===== config.mk =====
export PLATFORM = sky130hd
export DESIGN_NAME = mem_wb_reg_flat
export DESIGN_NICKNAME = d
export VERILOG_FILES = /design/src/rtl/mem_wb_reg_pkg.sv /design/src/rtl/mem_wb_reg_if.sv /design/src/rtl/mem_wb_reg_field.sv /design/src/rtl/mem_wb_reg.sv /design/src/flat_wrapper.sv
export SDC_FILE = /design/constraint.sdc
export NUM_CORES = 1
export LEC_CHECK = 0
export CAP_MARGIN = 5
export CORE_MARGIN = 4
export CORE_UTILIZATION = 44
export CTS_BUF_LIST = sky130_fd_sc_hd__clkbuf_4
export CTS_CLUSTER_SIZE = 10
export DETAILED_ROUTE_END_ITERATION = 10
export GPL_ROUTABILITY_DRIVEN = 0
export PLACE_DENSITY = 0.91
export SYNTH_ARGS = -nofsm -noshare
export SYNTH_HDL_FRONTEND = slang
export SYNTH_SLANG_ARGS = --single-unit

===== constraint.sdc =====
create_clock -name clk -period 7.7 [get_ports clk]
set_input_delay 1.155 -clock clk [delete_from_list [all_inputs] [get_ports clk]]
set_output_delay 1.155 -clock clk [all_outputs]
set_load 0.1 [all_outputs]

===== src/rtl/mem_wb_reg_pkg.sv =====
// rtl/mem_wb_reg_pkg.sv - shared pipeline constants for the M/W stage register
package mem_wb_reg_pkg;

   localparam logic [31:0] PC_RESET_DEF = 32'h0000_3000;
   localparam int          REG_ADDR_W   = 5;

   typedef logic [REG_ADDR_W-1:0] reg_addr_t;

   localparam reg_addr_t ZERO_REG = '0;

   // Cycles until a stage's result can be forwarded.
   typedef enum logic [1:0] {
      TNEW_0 = 2'd0,
      TNEW_1 = 2'd1,
      TNEW_2 = 2'd2
   } tnew_e;

endpackage


===== src/rtl/mem_wb_reg_if.sv =====
// rtl/mem_wb_reg_if.sv - M-stage input bundle and W-stage output bundle
interface mem_wb_reg_if #(
   parameter int WIDTH = 32
);
   import mem_wb_reg_pkg::*;

   logic             m_valid;
   logic [31:0]      m_pc;
   logic [31:0]      m_instr;
   logic [WIDTH-1:0] m_alu;
   logic [WIDTH-1:0] m_rdata;
   reg_addr_t        m_waddr;
   logic             m_regwrite;
   logic             m_memtoreg;

   logic             w_valid;
   logic [31:0]      w_pc;
   logic [31:0]      w_instr;
   logic [WIDTH-1:0] w_alu;
   logic [WIDTH-1:0] w_rdata;
   logic             w_sel;
   reg_addr_t        w_waddr;
   logic             w_regwrite;
   logic [1:0]       w_tnew;
   logic             w_retire;

   modport master (
      output m_valid, m_pc, m_instr, m_alu, m_rdata, m_waddr, m_regwrite, m_memtoreg,
      input  w_valid, w_pc, w_instr, w_alu, w_rdata, w_sel, w_waddr, w_regwrite,
             w_tnew, w_retire
   );

   modport slave (
      input  m_valid, m_pc, m_instr, m_alu, m_rdata, m_waddr, m_regwrite, m_memtoreg,
      output w_valid, w_pc, w_instr, w_alu, w_rdata, w_sel, w_waddr, w_regwrite,
             w_tnew, w_retire
   );

endinterface


===== src/rtl/mem_wb_reg_field.sv =====
// rtl/mem_wb_reg_field.sv - pipe_field_reg: generic field register with reset, flush and load enable
module pipe_field_reg #(
   parameter int               WIDTH   = 32,
   parameter logic [WIDTH-1:0] RST_VAL = '0
) (
   input  logic             clk,
   input  logic             rst,
   input  logic             i_en,
   input  logic             i_flush,
   input  logic [WIDTH-1:0] i_d,
   input  logic [WIDTH-1:0] i_flush_d,
   output logic [WIDTH-1:0] o_q
);

   logic [WIDTH-1:0] r_q;

   always_ff @(posedge clk or posedge rst) begin
      if (rst) begin
         r_q <= RST_VAL;
      end else if (i_flush) begin
         r_q <= i_flush_d;
      end else if (i_en) begin
         r_q <= i_d;
      end
   end

   assign o_q = r_q;

endmodule


===== src/rtl/mem_wb_reg.sv =====
// rtl/mem_wb_reg.sv - MIPS M->W pipeline register with writeback-mux select and retire strobe
// Optional retire counter output enabled by MEM_WB_RETIRE_CNT_EN.
module mem_wb_reg
   import mem_wb_reg_pkg::*;
#(
   parameter logic [31:0] PC_RESET = PC_RESET_DEF,
   parameter int          WIDTH    = 32
) (
   input  logic clk,
   input  logic reset,
   input  logic en,
   input  logic flush,
   mem_wb_reg_if.slave bus
`ifdef MEM_WB_RETIRE_CNT_EN
   ,
   output logic [31:0] retire_cnt
`endif
);

   // Writes to $0 and from bubbles are dropped here so forwarding never sees them.
   logic      w_qual_we;
   reg_addr_t w_qual_waddr;
   logic      w_qual_sel;
   logic      w_retire_next;

   assign w_qual_we     = bus.m_regwrite & bus.m_valid & (bus.m_waddr != ZERO_REG);
   assign w_qual_waddr  = w_qual_we ? bus.m_waddr : ZERO_REG;
   assign w_qual_sel    = bus.m_memtoreg & bus.m_valid;
   assign w_retire_next = en & ~flush & bus.m_valid;

   pipe_field_reg #(.WIDTH(1), .RST_VAL(1'b0)) u_valid (
      .clk(clk), .rst(reset), .i_en(en), .i_flush(flush),
      .i_d(bus.m_valid), .i_flush_d(1'b0), .o_q(bus.w_valid)
   );

   pipe_field_reg #(.WIDTH(32), .RST_VAL(PC_RESET)) u_pc (
      .clk(clk), .rst(reset), .i_en(en), .i_flush(flush),
      .i_d(bus.m_pc), .i_flush_d(bus.m_pc), .o_q(bus.w_pc)
   );

   pipe_field_reg #(.WIDTH(32), .RST_VAL(32'd0)) u_instr (
      .clk(clk), .rst(reset), .i_en(en), .i_flush(flush),
      .i_d(bus.m_instr), .i_flush_d(32'd0), .o_q(bus.w_instr)
   );

   pipe_field_reg #(.WIDTH(WIDTH), .RST_VAL('0)) u_alu (
      .clk(clk), .rst(reset), .i_en(en), .i_flush(flush),
      .i_d(bus.m_alu), .i_flush_d({WIDTH{1'b0}}), .o_q(bus.w_alu)
   );

   pipe_field_reg #(.WIDTH(WIDTH), .RST_VAL('0)) u_rdata (
      .clk(clk), .rst(reset), .i_en(en), .i_flush(flush),
      .i_d(bus.m_rdata), .i_flush_d({WIDTH{1'b0}}), .o_q(bus.w_rdata)
   );

   pipe_field_reg #(.WIDTH(1), .RST_VAL(1'b0)) u_sel (
      .clk(clk), .rst(reset), .i_en(en), .i_flush(flush),
      .i_d(w_qual_sel), .i_flush_d(1'b0), .o_q(bus.w_sel)
   );

   pipe_field_reg #(.WIDTH(REG_ADDR_W), .RST_VAL(ZERO_REG)) u_waddr (
      .clk(clk), .rst(reset), .i_en(en), .i_flush(flush),
      .i_d(w_qual_waddr), .i_flush_d(ZERO_REG), .o_q(bus.w_waddr)
   );

   pipe_field_reg #(.WIDTH(1), .RST_VAL(1'b0)) u_regwrite (
      .clk(clk), .rst(reset), .i_en(en), .i_flush(flush),
      .i_d(w_qual_we), .i_flush_d(1'b0), .o_q(bus.w_regwrite)
   );

   // Retire reloads every edge so a stall drops it to 0 instead of repeating it.
   pipe_field_reg #(.WIDTH(1), .RST_VAL(1'b0)) u_retire (
      .clk(clk), .rst(reset), .i_en(1'b1), .i_flush(1'b0),
      .i_d(w_retire_next), .i_flush_d(1'b0), .o_q(bus.w_retire)
   );

   assign bus.w_tnew = TNEW_0;

`ifdef MEM_WB_RETIRE_CNT_EN
   logic [31:0] r_retire_cnt;

   always_ff @(posedge clk or posedge reset) begin
      if (reset) begin
         r_retire_cnt <= 32'd0;
      end else if (w_retire_next) begin
         r_retire_cnt <= r_retire_cnt + 32'd1;
      end
   end

   assign retire_cnt = r_retire_cnt;
`endif

endmodule


===== src/flat_wrapper.sv =====
// flat-port wrapper written by rule: the top's interface ports become plain ports
module mem_wb_reg_flat import mem_wb_reg_pkg::*;
#(
   parameter logic [31:0] PC_RESET = PC_RESET_DEF,
   parameter int          WIDTH    = 32
)
  (clk, reset, en, flush, bus_m_valid, bus_m_pc, bus_m_instr, bus_m_alu, bus_m_rdata, bus_m_waddr, bus_m_regwrite, bus_m_memtoreg, bus_w_valid, bus_w_pc, bus_w_instr, bus_w_alu, bus_w_rdata, bus_w_sel, bus_w_waddr, bus_w_regwrite, bus_w_tnew, bus_w_retire);
  mem_wb_reg_if #(.WIDTH(WIDTH)) bus_i ();
  input  logic clk;
  input  logic reset;
  input  logic en;
  input  logic flush;
  input wire logic [$bits(bus_i.m_valid)-1:0] bus_m_valid;
  input wire logic [$bits(bus_i.m_pc)-1:0] bus_m_pc;
  input wire logic [$bits(bus_i.m_instr)-1:0] bus_m_instr;
  input wire logic [$bits(bus_i.m_alu)-1:0] bus_m_alu;
  input wire logic [$bits(bus_i.m_rdata)-1:0] bus_m_rdata;
  input wire logic [$bits(bus_i.m_waddr)-1:0] bus_m_waddr;
  input wire logic [$bits(bus_i.m_regwrite)-1:0] bus_m_regwrite;
  input wire logic [$bits(bus_i.m_memtoreg)-1:0] bus_m_memtoreg;
  output wire logic [$bits(bus_i.w_valid)-1:0] bus_w_valid;
  output wire logic [$bits(bus_i.w_pc)-1:0] bus_w_pc;
  output wire logic [$bits(bus_i.w_instr)-1:0] bus_w_instr;
  output wire logic [$bits(bus_i.w_alu)-1:0] bus_w_alu;
  output wire logic [$bits(bus_i.w_rdata)-1:0] bus_w_rdata;
  output wire logic [$bits(bus_i.w_sel)-1:0] bus_w_sel;
  output wire logic [$bits(bus_i.w_waddr)-1:0] bus_w_waddr;
  output wire logic [$bits(bus_i.w_regwrite)-1:0] bus_w_regwrite;
  output wire logic [$bits(bus_i.w_tnew)-1:0] bus_w_tnew;
  output wire logic [$bits(bus_i.w_retire)-1:0] bus_w_retire;
  assign bus_i.m_valid = bus_m_valid;
  assign bus_i.m_pc = bus_m_pc;
  assign bus_i.m_instr = bus_m_instr;
  assign bus_i.m_alu = bus_m_alu;
  assign bus_i.m_rdata = bus_m_rdata;
  assign bus_i.m_waddr = bus_m_waddr;
  assign bus_i.m_regwrite = bus_m_regwrite;
  assign bus_i.m_memtoreg = bus_m_memtoreg;
  assign bus_w_valid = bus_i.w_valid;
  assign bus_w_pc = bus_i.w_pc;
  assign bus_w_instr = bus_i.w_instr;
  assign bus_w_alu = bus_i.w_alu;
  assign bus_w_rdata = bus_i.w_rdata;
  assign bus_w_sel = bus_i.w_sel;
  assign bus_w_waddr = bus_i.w_waddr;
  assign bus_w_regwrite = bus_i.w_regwrite;
  assign bus_w_tnew = bus_i.w_tnew;
  assign bus_w_retire = bus_i.w_retire;
  mem_wb_reg #(.PC_RESET(PC_RESET), .WIDTH(WIDTH)) u_core (.clk(clk), .reset(reset), .en(en), .flush(flush), .bus(bus_i));
endmodule

# ---- Word-level counts from Yosys, hierarchy flattened
# Index checks and enable logic that the tools add are counted.
dict set report op_classes {
  n_mul 0
  mux 17
  div 0
  eq_ne 0
  reduce_logical 2
  addsub 0
  magnitude_cmp 0
  n_shift 0
  n_bitwise 6
}
# cell n
set op_table {}
lappend op_table {{$mux W32} 8}
lappend op_table {{$mux W5} 3}
lappend op_table {{$mux W1} 6}
lappend op_table {{$and A1 B1 Y1} 5}
lappend op_table {{$reduce_bool A5 Y1} 1}
lappend op_table {{$reduce_bool A2 Y1} 1}
lappend op_table {{$not A1 Y1} 1}
dict set report totals {
  memories 0
  reg_bits 137
  latch_bits 0
  in_bits 140
  mem_bits_ro 0
  ram_bits 0
}

# ---- Depth between registers and ports, before layout
dict set report logic_depth {
  depth_word 5
  mapped_depth 5
  depth_no_buf 3
}

# ---- Cells and area by module
# Synthesis repeated with hierarchy kept, for this count alone.
dict set report hier_totals {
  cells_unflattened 618
  hier_area_um2 6602.6
}
# mod n_inst cells_each area_each_um2
set by_module_without_submodules {}
lappend by_module_without_submodules {{pipe_field_reg (u_core.u_alu ...)} 3 140 1519.0}
lappend by_module_without_submodules {{pipe_field_reg (u_core.u_pc)} 1 140 1521.5}
lappend by_module_without_submodules {{pipe_field_reg (u_core.u_waddr)} 1 23 239.0}
lappend by_module_without_submodules {{pipe_field_reg (u_core.u_regwrite ...)} 4 5 47.5}
lappend by_module_without_submodules {mem_wb_reg 1 15 95.1}

# ---- Least setup slack after synthesis
# No wires, ideal clock.
dict set report synth_timing {
  path_type {input port to flip-flop}
  start {input port flush}
  end {register u_core.u_pc.r_q[21], in the netlist u_core.u_pc.o_q[21]}
  setup_time_ns 0.126
  setup_slack_ns 5.629
  n_path_buf 2
  arrival_time_ns 1.945
  stages 4
  path_cell_list {buf_2 -> nor2_4 -> buf_6 -> mux2_2}
}
dict set report synth_between {
  elab_chain_cells 1
}
# item line_no
set synth_lines {}
lappend synth_lines {{from (decl)} flat_wrapper.sv:12} ;# input logic flush;
lappend synth_lines {{$mux W32 or $reduce_bool A2 Y1 (tied branches)} --}
lappend synth_lines {{to (signal assigned)} mem_wb_reg_field.sv:21} ;# r_q <= i_flush_d;
lappend synth_lines {{to (signal assigned)} mem_wb_reg_field.sv:23} ;# r_q <= i_d;
lappend synth_lines {{to (decl)} mem_wb_reg_field.sv:15} ;# logic [WIDTH-1:0] r_q;
# Several ways; a longest one is shown, not always the timed one.
# A chain may end at the register's enable or synchronous reset.

# ---- Worst setup path after layout
dict set report layout_timing {
  start {register u_core.u_pc.r_q[12], in the netlist u_core.u_pc.o_q[12]}
  end {output port bus_w_pc[12]}
}
# item line_no
set layout_rtl {}
lappend layout_rtl {{to (decl)} flat_wrapper.sv:22} ;# output wire logic [$bits(bus_i.w_pc)-1:0] bus_w_pc;
# No word-level cell between the ends.

==> summary.txt <==
Placement
  • Number of buffers added on ports: 276
  • Pre-CTS WS: approximately 4.4 ns
  • Detailed Place HPWL: between 10000 and 15000 um

Global route
  • GRT met1 Usage: between 20% and 30%
  • First-pass GRT wire length: approximately 25000 um
  • Met2 global-route usage: between 30% and 40%
  • Overflow after GRT: 0
  • Pin count of the biggest net entering global routing: 100
  • Initial antenna violation count: 0
  • Global-route track usage on met3: under 10%
  • Total track usage: about 22%
  • Vias in the first global route: 4711
  • GR peak layer: met2

Floorplanning
  • IO Pins: 279
  • Die X: about 120 um
  • Die Y: between 100 and 150 um
  • Row count: 40
  • Core box area: between 10000 and 15000 um^2
  • Die area: around 14000 um^2
  • Starting Density: a little under half

Power and ir drop
  • Sw power: a little over 700 uW
  • Power per Cell Area: about 220 nW/um^2
  • Sw Share: a little under two fifths
  • Gate power share: about a third
  • Cell Int Power: roughly 1.2 mW
  • Register share of total power: between 40% and 50%
  • Clock Power Share: between 20 and 30%
  • Leak: between 3 and 4 nW
  • VDD IR-drop max: roughly 0.16 mV

Drt
  • DRT antenna net count: 0
  • 1st-iter DRT viols: around 180
  • DRT Wirelength: about 16000 um
  • # DRC: 0
  • Vias per cell: about 4.8
  • Routed vias: 4140
  • Routed WL per cell: 18.2 um
  • DRT Pass-1 Iters: 4

Setup path
  • Reg2reg end: u_core.u_pc.o_q[30]$_DFFE_PP0P_
  • CP Capture Type: primary output
  • Crit path DAT: about 2.2 ns
  • Crit-path cells: clkdlybuf4s50_1
  • Max FO, Critical Path: 2
  • Crit path from: u_core.u_pc.o_q[12]$_DFFE_PP1P_
  • Critical path's slowest cell: clkdlybuf4s50_1
  • Worst Setup Start Kind: flop
  • R2R depth: 1
  • WP buf/inv: 1
  • Worst Path Required: 6.55 ns
  • Worst r2r src: u_core.u_pc.o_q[30]$_DFFE_PP0P_
  • CP endpoint: bus_w_pc[12]
  • CP Class: flop to primary output
  • Cell family with most CP delay: buffers and inverters
  • CP peak stage delay: 1.14 ns
  • Cell depth of the worst setup path: 1
  • Slack of the worst reg-to-reg path: 6.86 ns

Logic synthesis
  • Synth Area in XOR/XNOR: 0%
  • Register bit total from synthesis: around 140
  • Compound-Gate Fraction of Synth Area: 1.19%
  • Post-synthesis simple-gate area fraction: under 10%
  • Post-Synthesis Cell Area: 5480 um^2
  • Avg Synthesized Cell Area: 13.5 um^2
  • Mux contribution to synthesized area: between 20 and 25%
  • Post-synthesis adder-cell area fraction: 0%
  • Post-synth cell types: 21
  • Gate count of the mapped netlist: between 400 and 500
  • Largest family of logic cells by synthesized area: multiplexers
  • Syn. warnings: 0
  • Sequential share of the synthesized area: between 60% and 70%

Finish
  • Final #Nets: approximately 820
  • Fillers: approximately 850
  • Ant. Diodes: 0
  • Final core area utilization: between 70 and 80%
  • Area grow syn2layout: 55.3%
  • Layout cells sized above 1: 10.0%

Run status
  • Status: complete, no violations

Clock network
  • Postcts setup bufs: 0
  • CTS tree: yes
  • Sinks on Clock Net: ~140
  • Post_cts resized: 0
  • Clk slew on worst S/H paths: about 0.11 ns
  • H-tree Lvls: 4
  • Root buffer cell: clkbuf_4
  • CTS Hold Bufs: 0
  • Clk Latency, worst-skew pair: 0.49 ns
  • Worst-case clock buffer depth: 2
  • TritonCTS buffer count: 17

Min path
  • Worst hold path class: flop to flop

Timing
  • Final Setup Violations: 0
  • Min cycle time layout: 3.34 ns
  • RSZ-0062 raised after global routing: false
  • Final period util: 43.4%
  • Crit path setup slack, layout: around 4.4 ns
  • Rel. slew slack: 27.7%
  • Worst Tran Pin Value: between 1 and 1.5 ns
  • Achievable Freq: about 300 MHz
  • Max-slew violations: 0
  • Fin. Hold Viols: 0
  • Clock skew: 0 ns
  • Setup tns final: 0 ns

Run
  • MaxCap Viol Count: 0
==> final cells by class <==
cell class	count	area, um^2	share of cell area, %
clock buffer	18	135	1.59
clock inverter	14	156	1.84
inverter	1	8.76	0.103
multi-input combinational	241	1800	21.1
sequential	137	3430	40.3
tap	168	210	2.47
timing repair buffer	279	2780	32.6
==> cells in the mapped netlist <==
cell type	instances	area (um^2)
inv_1	1	3.75
conb_1	1	3.75
buf_2	7	35.0
nor2_4	1	11.3
mux2_2	30	338
buf_6	4	45.0
dfstp_2	2	52.6
or4_1	1	7.51
o21ai_0	1	5.00
a21o_1	1	7.51
clkbuf_1	5	18.8
a22o_1	6	52.6
buf_12	4	80.1
and4b_1	1	10.0
mux2_1	2	22.5
buf_4	8	60.1
nor2_1	97	364
nand2_1	3	11.3
buf_8	1	15.0
dfrtp_1	135	3380
mux2i_1	96	961
==> logic make-up after synthesis <==
logic type / count (synthesis)
DFF: 137
muxes: 128
and+or+nand+nor: 103
buffers and inverters: 30
AOI/OAI and AO/OA: 8
other: 1
==> power groups by stage <==
stage          Sequential (mW)  Clock (mW)  Combinational, mW
4_1_cts                  0.790       0.491              0.616
6_report                 0.790       0.476              0.612
3_5_place_dp             0.803           0              0.614
3_3_place_gp             0.801           0              0.605
2_1_floorplan             1.13           0              0.104
5_1_grt                  0.795       0.528              0.634
==> placed cells by master, fill, tap and decap left out <==
master	Yosys	final
nor2_1	97	97
buf_4	8	4
clkinv_2	0	4
dfstp_2	2	2
or4_1	1	1
o21ai_0	1	1
a21o_1	1	1
nor2_4	1	1
a22o_1	6	6
and4b_1	1	1
nand2_1	3	3
clkinvlp_4	0	4
inv_6	0	1
clkinv_1	0	2
clkdlybuf4s50_1	0	274
dfrtp_1	135	135
clkbuf_4	0	18
mux2i_1	96	96
conb_1	1	2
mux2_1	2	2
clkinv_4	0	1
bufinv_16	0	3
mux2_2	30	30
buf_2	7	1
==> worst min-delay path by stage <==
stage / from / slack (ns) / cells after the start / to
floorplan: u_core.u_pc.o_q[12]$_DFFE_PP1P_ / 0.85 / 1 / u_core.u_pc.o_q[12]$_DFFE_PP1P_
global placement: u_core.u_regwrite.o_q$_DFFE_PP0P_ / 0.46 / 2 / u_core.u_regwrite.o_q$_DFFE_PP0P_
detailed placement: u_core.u_regwrite.o_q$_DFFE_PP0P_ / 0.48 / 2 / u_core.u_regwrite.o_q$_DFFE_PP0P_
CTS: u_core.u_regwrite.o_q$_DFFE_PP0P_ / 0.50 / 2 / u_core.u_regwrite.o_q$_DFFE_PP0P_
global route: u_core.u_valid.o_q$_DFFE_PP0P_ / 0.52 / 1 / u_core.u_valid.o_q$_DFFE_PP0P_
finish: u_core.u_valid.o_q$_DFFE_PP0P_ / 0.50 / 1 / u_core.u_valid.o_q$_DFFE_PP0P_
==> per-layer routing <==
layer / up-vias / share of wire (%)
met4: 0 / 2.7
met1: 2000 / 38
met2: 194 / 51
met3: 34 / 8.5
met5: - / 0
li1: 1912 / -
==> metrics by stage <==
step                cell area (um^2)  hold WS [ns]  instances  power [mW]
floorplan                       5490         0.855        408        1.23
global placement                8230         0.463        826        1.41
detailed placement              8230         0.476        826        1.42
CTS                             8520         0.502        858        1.90
global route                    8520         0.525        858        1.96
finish                          8520         0.501        858        1.88
==> registers in the layout (all words and copies together), names as in the netlist <==
name,count
u_core.u_rdata.o_q,32
u_core.u_pc.o_q,32
u_core.u_alu.o_q,32
u_core.u_retire.o_q,1
u_core.u_regwrite.o_q,1
u_core.u_instr.o_q,32
u_core.u_sel.o_q,1
u_core.u_valid.o_q,1
u_core.u_waddr.o_q,5
(Power assumes the default switching activity.)
